$ cat config.mk
export PLATFORM = sky130hd
export DESIGN_NAME = vsync_gen
export DESIGN_NICKNAME = d
export VERILOG_FILES = /design/src/rtl/lcd_timing_pkg.sv /design/src/rtl/vsync_gen.sv
export SDC_FILE = /design/constraint.sdc
export NUM_CORES = 1
export LEC_CHECK = 0
export ABC_AREA = 1
export CORE_ASPECT_RATIO = 0.75
export CORE_MARGIN = 1
export CORE_UTILIZATION = 35
export CTS_CLUSTER_SIZE = 10
export DETAILED_ROUTE_END_ITERATION = 16
export GPL_TIMING_DRIVEN = 0
export PLACE_DENSITY = 0.64
export SYNTH_ARGS = -nofsm -noshare
export SYNTH_HDL_FRONTEND = slang
export SYNTH_SLANG_ARGS = --single-unit
$ cat constraint.sdc
create_clock -name i_clk -period 1.3 [get_ports i_clk]
set_input_delay 0.13 -clock i_clk [delete_from_list [all_inputs] [get_ports i_clk]]
set_output_delay 0.13 -clock i_clk [all_outputs]
set_load 0.02 [all_outputs]
$ cat src/rtl/lcd_timing_pkg.sv
// Panel timing constants shared by the horizontal and vertical timing stages.
package lcd_timing_pkg;

  // Horizontal timing (pixels)
  localparam int unsigned LCD_HACTIVE = 800;
  localparam int unsigned LCD_HFRONT  = 16;
  localparam int unsigned LCD_HSYNC   = 30;
  localparam int unsigned LCD_HBACK   = 44;
  localparam int unsigned LCD_HTOTAL  = LCD_HACTIVE + LCD_HFRONT + LCD_HSYNC + LCD_HBACK;

  // Vertical timing (lines)
  localparam int unsigned LCD_VACTIVE = 480;
  localparam int unsigned LCD_VFRONT  = 13;
  localparam int unsigned LCD_VSYNC   = 3;
  localparam int unsigned LCD_VBACK   = 29;
  localparam int unsigned LCD_VTOTAL  = LCD_VACTIVE + LCD_VFRONT + LCD_VSYNC + LCD_VBACK;

  // Width of pixel/line counters
  localparam int unsigned LCD_CNT_W   = 10;

  // Vertical stage lock state
  typedef enum logic {
    IDLE = 1'b0,
    RUN  = 1'b1
  } vstate_t;

endpackage

$ cat src/rtl/vsync_gen.sv
// Vertical timing stage: counts lines from the horizontal stage's column
// index and produces registered vsync, data-enables, line index and a
// frame-start pulse, all one clock behind their inputs.
module vsync_gen
  import lcd_timing_pkg::*;
#(
  parameter int unsigned HTOTAL  = LCD_HTOTAL,
  parameter int unsigned VACTIVE = LCD_VACTIVE,
  parameter int unsigned VFRONT  = LCD_VFRONT,
  parameter int unsigned VSYNC   = LCD_VSYNC,
  parameter int unsigned VBACK   = LCD_VBACK
) (
  input  logic       i_clk,
  input  logic       i_rst,
  input  logic [9:0] i_x,
  input  logic       i_hsync,
  input  logic       i_hde,
  output logic       o_hsync,
  output logic       o_vsync,
  output logic       o_vde,
  output logic       o_de,
  output logic [9:0] o_y,
  output logic       o_frame_start,
  output logic       o_locked
);

  localparam int unsigned VTOTAL      = VACTIVE + VFRONT + VSYNC + VBACK;
  localparam int unsigned VSYNC_START = VACTIVE + VFRONT;
  localparam int unsigned VSYNC_END   = VSYNC_START + VSYNC;

  // Line compares are done at 11 bits so a window ending at 1024 still works.
  localparam logic [9:0]  X_LAST = 10'(HTOTAL - 1);
  localparam logic [9:0]  V_LAST = 10'(VTOTAL - 1);
  localparam logic [10:0] V_ACT  = 11'(VACTIVE);
  localparam logic [10:0] V_SS   = 11'(VSYNC_START);
  localparam logic [10:0] V_SE   = 11'(VSYNC_END);

  vstate_t     r_state;
  logic [9:0]  r_vcount;
  logic        r_hsync;
  logic        r_vsync;
  logic        r_vde;
  logic        r_de;
  logic [9:0]  r_y;
  logic        r_frame_start;
  logic        r_locked;

  vstate_t     w_state_nxt;
  logic [9:0]  w_vcount_nxt;
  logic [10:0] w_vc;
  logic        w_line_end;
  logic        w_run;
  logic        w_wrap;
  logic        w_vact;
  logic        w_vsync_win;

  // Lock state and line counter registers
  always_ff @(posedge i_clk or posedge i_rst) begin
    if (i_rst) begin
      r_state  <= IDLE;
      r_vcount <= '0;
    end else begin
      r_state  <= w_state_nxt;
      r_vcount <= w_vcount_nxt;
    end
  end

  // Next-state, next line count and vertical window decode
  always_comb begin
    w_line_end   = (i_x == X_LAST);
    w_run        = (r_state == RUN);
    w_wrap       = (r_vcount == V_LAST);
    w_vc         = {1'b0, r_vcount};
    w_vact       = w_run && (w_vc < V_ACT);
    w_vsync_win  = w_run && (w_vc >= V_SS) && (w_vc < V_SE);
    w_state_nxt  = r_state;
    w_vcount_nxt = r_vcount;
    case (r_state)
      IDLE: begin
        w_vcount_nxt = '0;
        if (w_line_end) w_state_nxt = RUN;
      end
      RUN: begin
        if (w_line_end) w_vcount_nxt = w_wrap ? '0 : r_vcount + 10'd1;
      end
      default: begin
        w_state_nxt  = IDLE;
        w_vcount_nxt = '0;
      end
    endcase
  end

  // Output registers, all sampled from pre-update count and current inputs
  always_ff @(posedge i_clk or posedge i_rst) begin
    if (i_rst) begin
      r_hsync       <= 1'b1;
      r_vsync       <= 1'b1;
      r_vde         <= 1'b0;
      r_de          <= 1'b0;
      r_y           <= '0;
      r_frame_start <= 1'b0;
      r_locked      <= 1'b0;
    end else begin
      r_hsync       <= i_hsync;
      r_vsync       <= ~w_vsync_win;
      r_vde         <= w_vact;
      r_de          <= i_hde & w_vact;
      r_y           <= r_vcount;
      r_frame_start <= w_line_end & (~w_run | w_wrap);
      r_locked      <= w_run;
    end
  end

  assign o_hsync       = r_hsync;
  assign o_vsync       = r_vsync;
  assign o_vde         = r_vde;
  assign o_de          = r_de;
  assign o_y           = r_y;
  assign o_frame_start = r_frame_start;
  assign o_locked      = r_locked;

endmodule

==> results of run 1 <==
[what timing repair did]
item                                    in CTS  in global routing
hold buffers                                 0                  0
endpoints found under the setup margin      25                 13
pin swaps                                    9                  5
buffers inserted                             5                  1
resized for setup                           27                  4
endpoints found under the hold margin        0                  0
[cell families after synthesis]
logic type | Yosys count | share of synthesized area
and+or+nand+nor | 63 | 0.245
DFF | 27 | 0.580
buffers and inverters | 17 | 0.0707
AOI/OAI and AO/OA | 12 | 0.0567
adders and majority gates | 3 | 0.0321
xor gates and xnor gates | 2 | 0.0150
[state kept, by name, summed over array words and instances (netlist names)]
| name | count |
|---|---|
| o_locked | 1 |
| o_y | 10 |
| o_vsync | 1 |
| o_vde | 1 |
| o_de | 1 |
| r_state | 1 |
| o_hsync | 1 |
| r_vcount | 10 |
| o_frame_start | 1 |
[per-stage QoR]
stage	TNS [ns]	cells	cell area [um2]	hold slack, ns
detailed placement	-4.13	191	1510	0.386
finish	-0.0598	201	1630	0.256
global route	-0.572	201	1630	0.270
global placement	-3.13	191	1510	0.380
CTS	-0.0691	200	1610	0.267
floorplan	0	124	1170	0.134
[area by class of cell]
class | count | area (um2)
well taps | 38 | 47.5
inverters | 14 | 56.3
clock inverters | 1 | 5.00
plain buffers | 3 | 30.0
fillers | 289 | 1440
repair buffers | 35 | 319
multi-input cells | 80 | 447
flip-flops and latches | 27 | 682
clock buffers | 3 | 41.3
[cells in the mapped netlist]
cell type  instances  area (um2)
nor3_1             2        10.0
a21o_1             1        7.51
buf_2              1        5.00
clkbuf_8           1        13.8
o2111ai_1          1        8.76
ha_1               3        37.5
nand3_2            2        20.0
dfrtp_1           25         626
nand4_1            3        18.8
buf_6              1        11.3
dfstp_2            2        52.6
a21oi_1            5        25.0
nor2_2             1        6.26
o21ai_0            1        5.00
nor2_1            16        60.1
nand2_1           25        93.8
and3_1             1        6.26
xor2_1             2        17.5
inv_1             14        52.6
o21ai_1            4        20.0
nor3_2             1        10.0
nand2_2            1        6.26
nand3_1           11        55.1
[metal layers]
metal	vias up	part of all wire	track usage
met5	-	0	0
met1	455	0.47	0.204
met4	0	0.015	0.0340
met2	39	0.45	0.240
li1	473	-	-
met3	6	0.067	0.0570
[worst max-delay path: stages (launching register included)]
cell and delay (ns):
dfrtp_2 0.44, inv_2 0.08, ha_4 0.13, nand2_1 0.04, nor2_1 0.11, nand3_2 0.13
buf_6 0.16, nand4_1 0.07, nand2_1 0.05
[power groups by stage]
| stage | registers [mW] | clock network (mW) | logic, mW |
|---|---|---|---|
| floorplan | 0.909 | 0 | 0.0540 |
| global placement | 0.897 | 0 | 0.142 |
| detailed placement | 0.897 | 0 | 0.144 |
| CTS | 0.877 | 0.486 | 0.156 |
| global route | 0.882 | 0.522 | 0.177 |
| finish | 0.878 | 0.467 | 0.159 |
[worst paths after layout]
path	from	end	slack, ns	cells after the start
min in group i_clk	i_hsync	o_hsync$_DFF_PP1_	0.26	1
max in group asynchronous	i_rst	r_vcount[2]$_DFFE_PP0P_	0.69	2
worst max register to register	r_vcount[1]$_DFFE_PP0P_	r_vcount[4]$_DFFE_PP0P_	-0.02	8
worst min-delay path	i_rst	o_locked$_DFF_PP0_	0.26	2
worst min register to register	r_state$_DFF_PP0_	o_locked$_DFF_PP0_	0.41	0
worst max-delay path	r_vcount[1]$_DFFE_PP0P_	r_vcount[4]$_DFFE_PP0P_	-0.02	8
==> out/results.tsv, run 1 <==
metric	value	unit
post-layout util	0.531	
Slew Limit Fails	0	
gpl congestion	0.836	
vias	973	
Layout Nets	181	
largest net degree at the start of global routing	28	
Setup crit start kind	flip-flop	
Layout area overhead	39.3	%
worst slack, placed	-0.246	ns
Final ANT Viol Nets	0	
Worst Tran Pin Value	0.573	ns
total power	1.50	mW
core area	0.00306	mm2
Clock Skews	0.00253	ns
diodes inserted	0	
PwrDens	924	mW/mm2
Via density	4.84	
Net Sw Power	348	uW
First-pass DRT Iterations	4	
syn_nets	141	
Tightest Hold Check Type	in2async	
Fin. Hold Viols	0	
DR iter-0 viols	47	
RSZ-0062 raised after global routing	yes	
clock share of power	0.310	
Clock Path Buffers	2	
CTS sink cnt	27	
Comb power frac	0.106	
Worst Path Required	1.47	ns
die area	0.00358	mm2
num rows	17	
Root Driver	clkbuf_8	
die height	52.0	um
fraction of layout cells with a size suffix above 1	0.209	
WP data arrival	1.49	ns
Worst-path clk slew	0.09	ns
CTS tree	built	
vias in the first global route	947	
f_max	758	MHz
CTS Buf Count	3	
Sw Ratio	0.231	
DP Wirelength	1590	um
Setup-failing EPs final	4	
Critical Path Sink Type	flip-flop	
final worst slack	-0.0198	ns
cells after synthesis	124	
CP max FO	5	
commonest non-fill, non-tap cell in the layout	nand2_1	
Max Cap Viol	0	
Post-Syn Area per Cell	9.42	um2
peak supply drop	0.766	mV
WL final	2360	um
Synth cell types	23	
gr ovfl total	0	
Die X	68.7	um
post-DR wirelength/cell	11.8	um
Ys Warns	0	
H-tree Lvls	1	
status	finished, violations left	
critical path class	reg2reg	
mapped cell area	0.00117	mm2
failing checks	negative setup slack	
slew margin rel.	0.617	
Clock Latency Late Sink	0.27	ns
Residual DRC	0	
first-pass GRT wire length	4080	um
P_int	1.16	mW
part of the power in registers	0.584	
final critical path time including I/O delays and setup	1.32	ns
Lkg Pwr	0.786	nW
most frequent cells in the layout	23 x nand2_1, 22 x dfrtp_1, 16 x dlygate4sd2_1	
register area share after synthesis	0.580	
antenna violations before repair	0	
final period utilization	1.02	
Total GRT Usage	0.154	
effective utilization at floorplan	0.382	
PortBufs	29	
num ports	30	
post-synthesis register bit count	27	
No activity file was read; power rests on OpenSTA's default activity.
==> run 2: changes to the inputs <==
ABC_AREA = unset   (was 1)
CTS_CLUSTER_DIAMETER = 120   (was unset)
PLACE_DENSITY = 0.62   (was 0.64)
clock period = 1.66 ns   (was 1.3 ns; I/O delays follow)
==> run 2 against run 1 <==
Area after synthesis fell by 5.9%. Largest cell class unchanged. Critical endpoint is now r_vcount[7]$_DFFE_PP0P_. The run now ends clean. Sequential cell count did not move. Global-route usage shrank 0.94 points. Register-to-register slack better by 0.14 ns. Clock skew fell by 0.00064 ns. Clock power down 24%. First-iteration DRC count down 32%. Critical path depth down 1.
==> out/results.tsv, run 2 <==
metric	value	unit	change
status	finished, final reports clean		
effective utilization at floorplan	0.372		-0.00955
Yosys top cell area share	0.569		+0.0335
Slew Limit Fails	0		unchanged
first-pass GRT wire length	3510	um	-14%
clock share of power	0.330		+0.020
Fin. Hold Viols	0		unchanged
Residual DRC	0		unchanged
Sw Ratio	0.199		-0.0318
antenna violations before repair	0		unchanged
Worst Tran Pin Value	0.956	ns	+0.383 ns
Primary FF master, synth	dfrtp_1		
P_int	865	uW	-25%
Net Sw Power	215	uW	-38%
Ys Warns	0		unchanged
Critical Path Sink Type	flip-flop		
syn_nets	110		-22%
Setup-failing EPs final	0		-4
f_max	632	MHz	
register area share after synthesis	0.617		+0.0363
Via density	5.02		+3.8%
core area	0.00296	mm2	-3.5%
H-tree Lvls	1		unchanged
num ports	30		unchanged
gpl congestion	0.763		-8.8%
Crit path max-delay family	buffers and inverters		
mapped cell area	0.00110	mm2	-5.9%
Worst Path Required	1.81	ns	+0.34 ns
WL final	2070	um	-12%
die area	0.00337	mm2	-5.7%
RSZ-0062 raised after global routing	yes		
vias	839		-14%
Worst-path clk slew	0.08	ns	about the same
fraction of layout cells with a size suffix above 1	0.132		-0.0768
cells after synthesis	93		-25%
die height	50.5	um	-2.9%
Die X	66.7	um	-2.9%
CP max FO	10		+5
crit path cell chain	clkdlybuf4s50_1 > nand4b_1 > or3_1 > clkbuf_2 > buf_2 > o211ai_1 > o31ai_1		
First-pass DRT Iterations	4		unchanged
peak supply drop	0.383	mV	-50%
reg2reg setup slack	0.12	ns	+0.14 ns
most frequent cells in the layout	29 x clkdlybuf4s50_1, 23 x dfrtp_1, 9 x nand3_1		
largest net degree at the start of global routing	28		unchanged
Layout area overhead	40.2	%	
Total GRT Usage	0.145		-0.00941
vias in the first global route	760		-20%
final worst slack	0.0784	ns	+0.0982 ns
final period utilization	0.953		
Clock Latency Late Sink	0.27	ns	about the same
Async SR Flop Fraction	1.00		unchanged
num rows	17		unchanged
buffer and inverter count on the worst path	3		+1
PwrDens	701	mW/mm2	-24%
total power	1.08	mW	-28%
diodes inserted	0		unchanged
top-count cell post-synth	dfrtp_1		
critical path class	in2reg		
gr ovfl total	0		unchanged
Tightest Hold Check Type	in2reg		
CTS sink cnt	27		unchanged
CTS Buf Count	3		unchanged
commonest non-fill, non-tap cell in the layout	clkdlybuf4s50_1		
Clock Skews	0.00189	ns	-0.000645 ns
Filler cells	267		-7.6%
DR iter-0 viols	32		-32%
Post-synth EDFFs	0		unchanged
post-DR wirelength/cell	12.4	um	+5.7%
Setup crit start kind	input port		
Synth area leaders	dfrtp_1 57%, dfstp_2 4.8%, nand3_1 4.1%		
slew margin rel.	0.362		-0.255
post-synthesis register bit count	27		unchanged
Clock Path Buffers	2		unchanged
critical path's largest stage delay	0.46	ns	+0.02 ns
PortBufs	29		unchanged
Max Cap Viol	0		unchanged
Comb power frac	0.054		-0.052
DP Wirelength	1490	um	-6.2%
Layout Nets	147		-19%
Final ANT Viol Nets	0		unchanged
Synth cell types	27		+17%
Commonest cells post-synth	25 x dfrtp_1, 9 x nand3_1, 8 x inv_1		
Post-Syn Area per Cell	11.8	um2	+25%
worst slack, placed	-0.214	ns	+0.0319 ns
part of the power in registers	0.615		+0.031
Lkg Pwr	0.679	nW	-14%
CTS tree	built		
final critical path time including I/O delays and setup	1.58	ns	
critical path's slowest cell	clkdlybuf4s50_1		
Root Driver	clkbuf_8		
WP data arrival	1.73	ns	+0.24 ns
Synth area leader	dfrtp_1		
## run 2: cell count changes after synthesis, moves of 3 or more
cell      change
o31ai_1       +4
nor4_1        +3
a21oi_1       -3
nand2_1      -19
a22o_1        +3
o211ai_1      +3
inv_1         -6
or3_1         +5
nor2_1       -14
o21ai_1       -4
## run 2: layout make-up
cell class                      instances  area [um2]  area share
Clock buffer                            3        41.3      0.0268
Tap cell                               38        47.5      0.0308
Buffer                                  3        15.0     0.00974
Timing Repair Buffer                   32         313       0.203
Multi-Input combinational cell         55         409       0.265
Clock inverter                          1        5.00     0.00325
Inverter                                8        30.0      0.0195
Sequential cell                        27         681       0.442
## run 2: worst reg2reg max path: stages (launching register included)
cell     delay, ns
dfrtp_1       0.47
nor4_4        0.33
a41oi_4       0.20
a22o_1        0.22
a22o_1        0.22
## run 2: power by group through the flow
stage               clock network, mW  registers (mW)  logic, mW
finish                          0.357           0.665     0.0589
global route                    0.409           0.665     0.0663
CTS                             0.378           0.665     0.0608
detailed placement                  0           0.678     0.0607
global placement                    0           0.677     0.0587
floorplan                           0           0.680     0.0172
## run 2: timing repair
item                                    CTS  global route
endpoints found under the setup margin    3             8
resized for setup                         1             5
hold endpoints to repair                  0             0
cloned                                    0             0
buffers inserted                          3             0
hold buffers                              0             0
pin swaps                                 1             2
## run 2: final timing paths
| path | start | end | cells after the start |
|---|---|---|---|
| max | i_x[8] | r_vcount[7]$_DFFE_PP0P_ | 7 |
| min | i_hsync | o_hsync$_DFF_PP1_ | 1 |
| max reg2reg | r_vcount[6]$_DFFE_PP0P_ | r_vcount[3]$_DFFE_PP0P_ | 4 |
| min reg2reg | r_state$_DFF_PP0_ | o_locked$_DFF_PP0_ | 0 |
| max in group asynchronous | i_rst | r_vcount[0]$_DFFE_PP0P_ | 2 |
| min in group asynchronous | i_rst | r_vcount[8]$_DFFE_PP0P_ | 2 |
## run 2: routing by layer
| layer | vias to the layer above | wire length [um] | GRT usage |
|---|---|---|---|
| li1 | 404 | - | - |
| met2 | 29 | 925 | 0.221 |
| met4 | 0 | 13 | 0.0426 |
| met1 | 404 | 991 | 0.190 |
| met5 | - | 0 | 0 |
| met3 | 2 | 143 | 0.0568 |
## run 2: kinds of logic after synthesis
family | synth area share
buffers and inverters | 0.0410
AOI/OAI and AO/OA | 0.107
adders and majority gates | 0.0341
DFF | 0.617
and+or+nand+nor | 0.183
muxes | 0.0182
## run 2: metrics by stage
stage / hold WS (ns) / instances / TNS [ns] / area (um2) / util
after floorplan: 0.170 / 93 / 0 / 1100 / -
after global placement: 0.359 / 160 / -1.23 / 1440 / 0.486
after detailed placement: 0.366 / 160 / -1.51 / 1440 / 0.486
after CTS: 0.300 / 167 / 0 / 1510 / 0.512
after global routing: 0.288 / 167 / -0.00114 / 1540 / 0.521
final: 0.305 / 167 / 0 / 1540 / 0.521
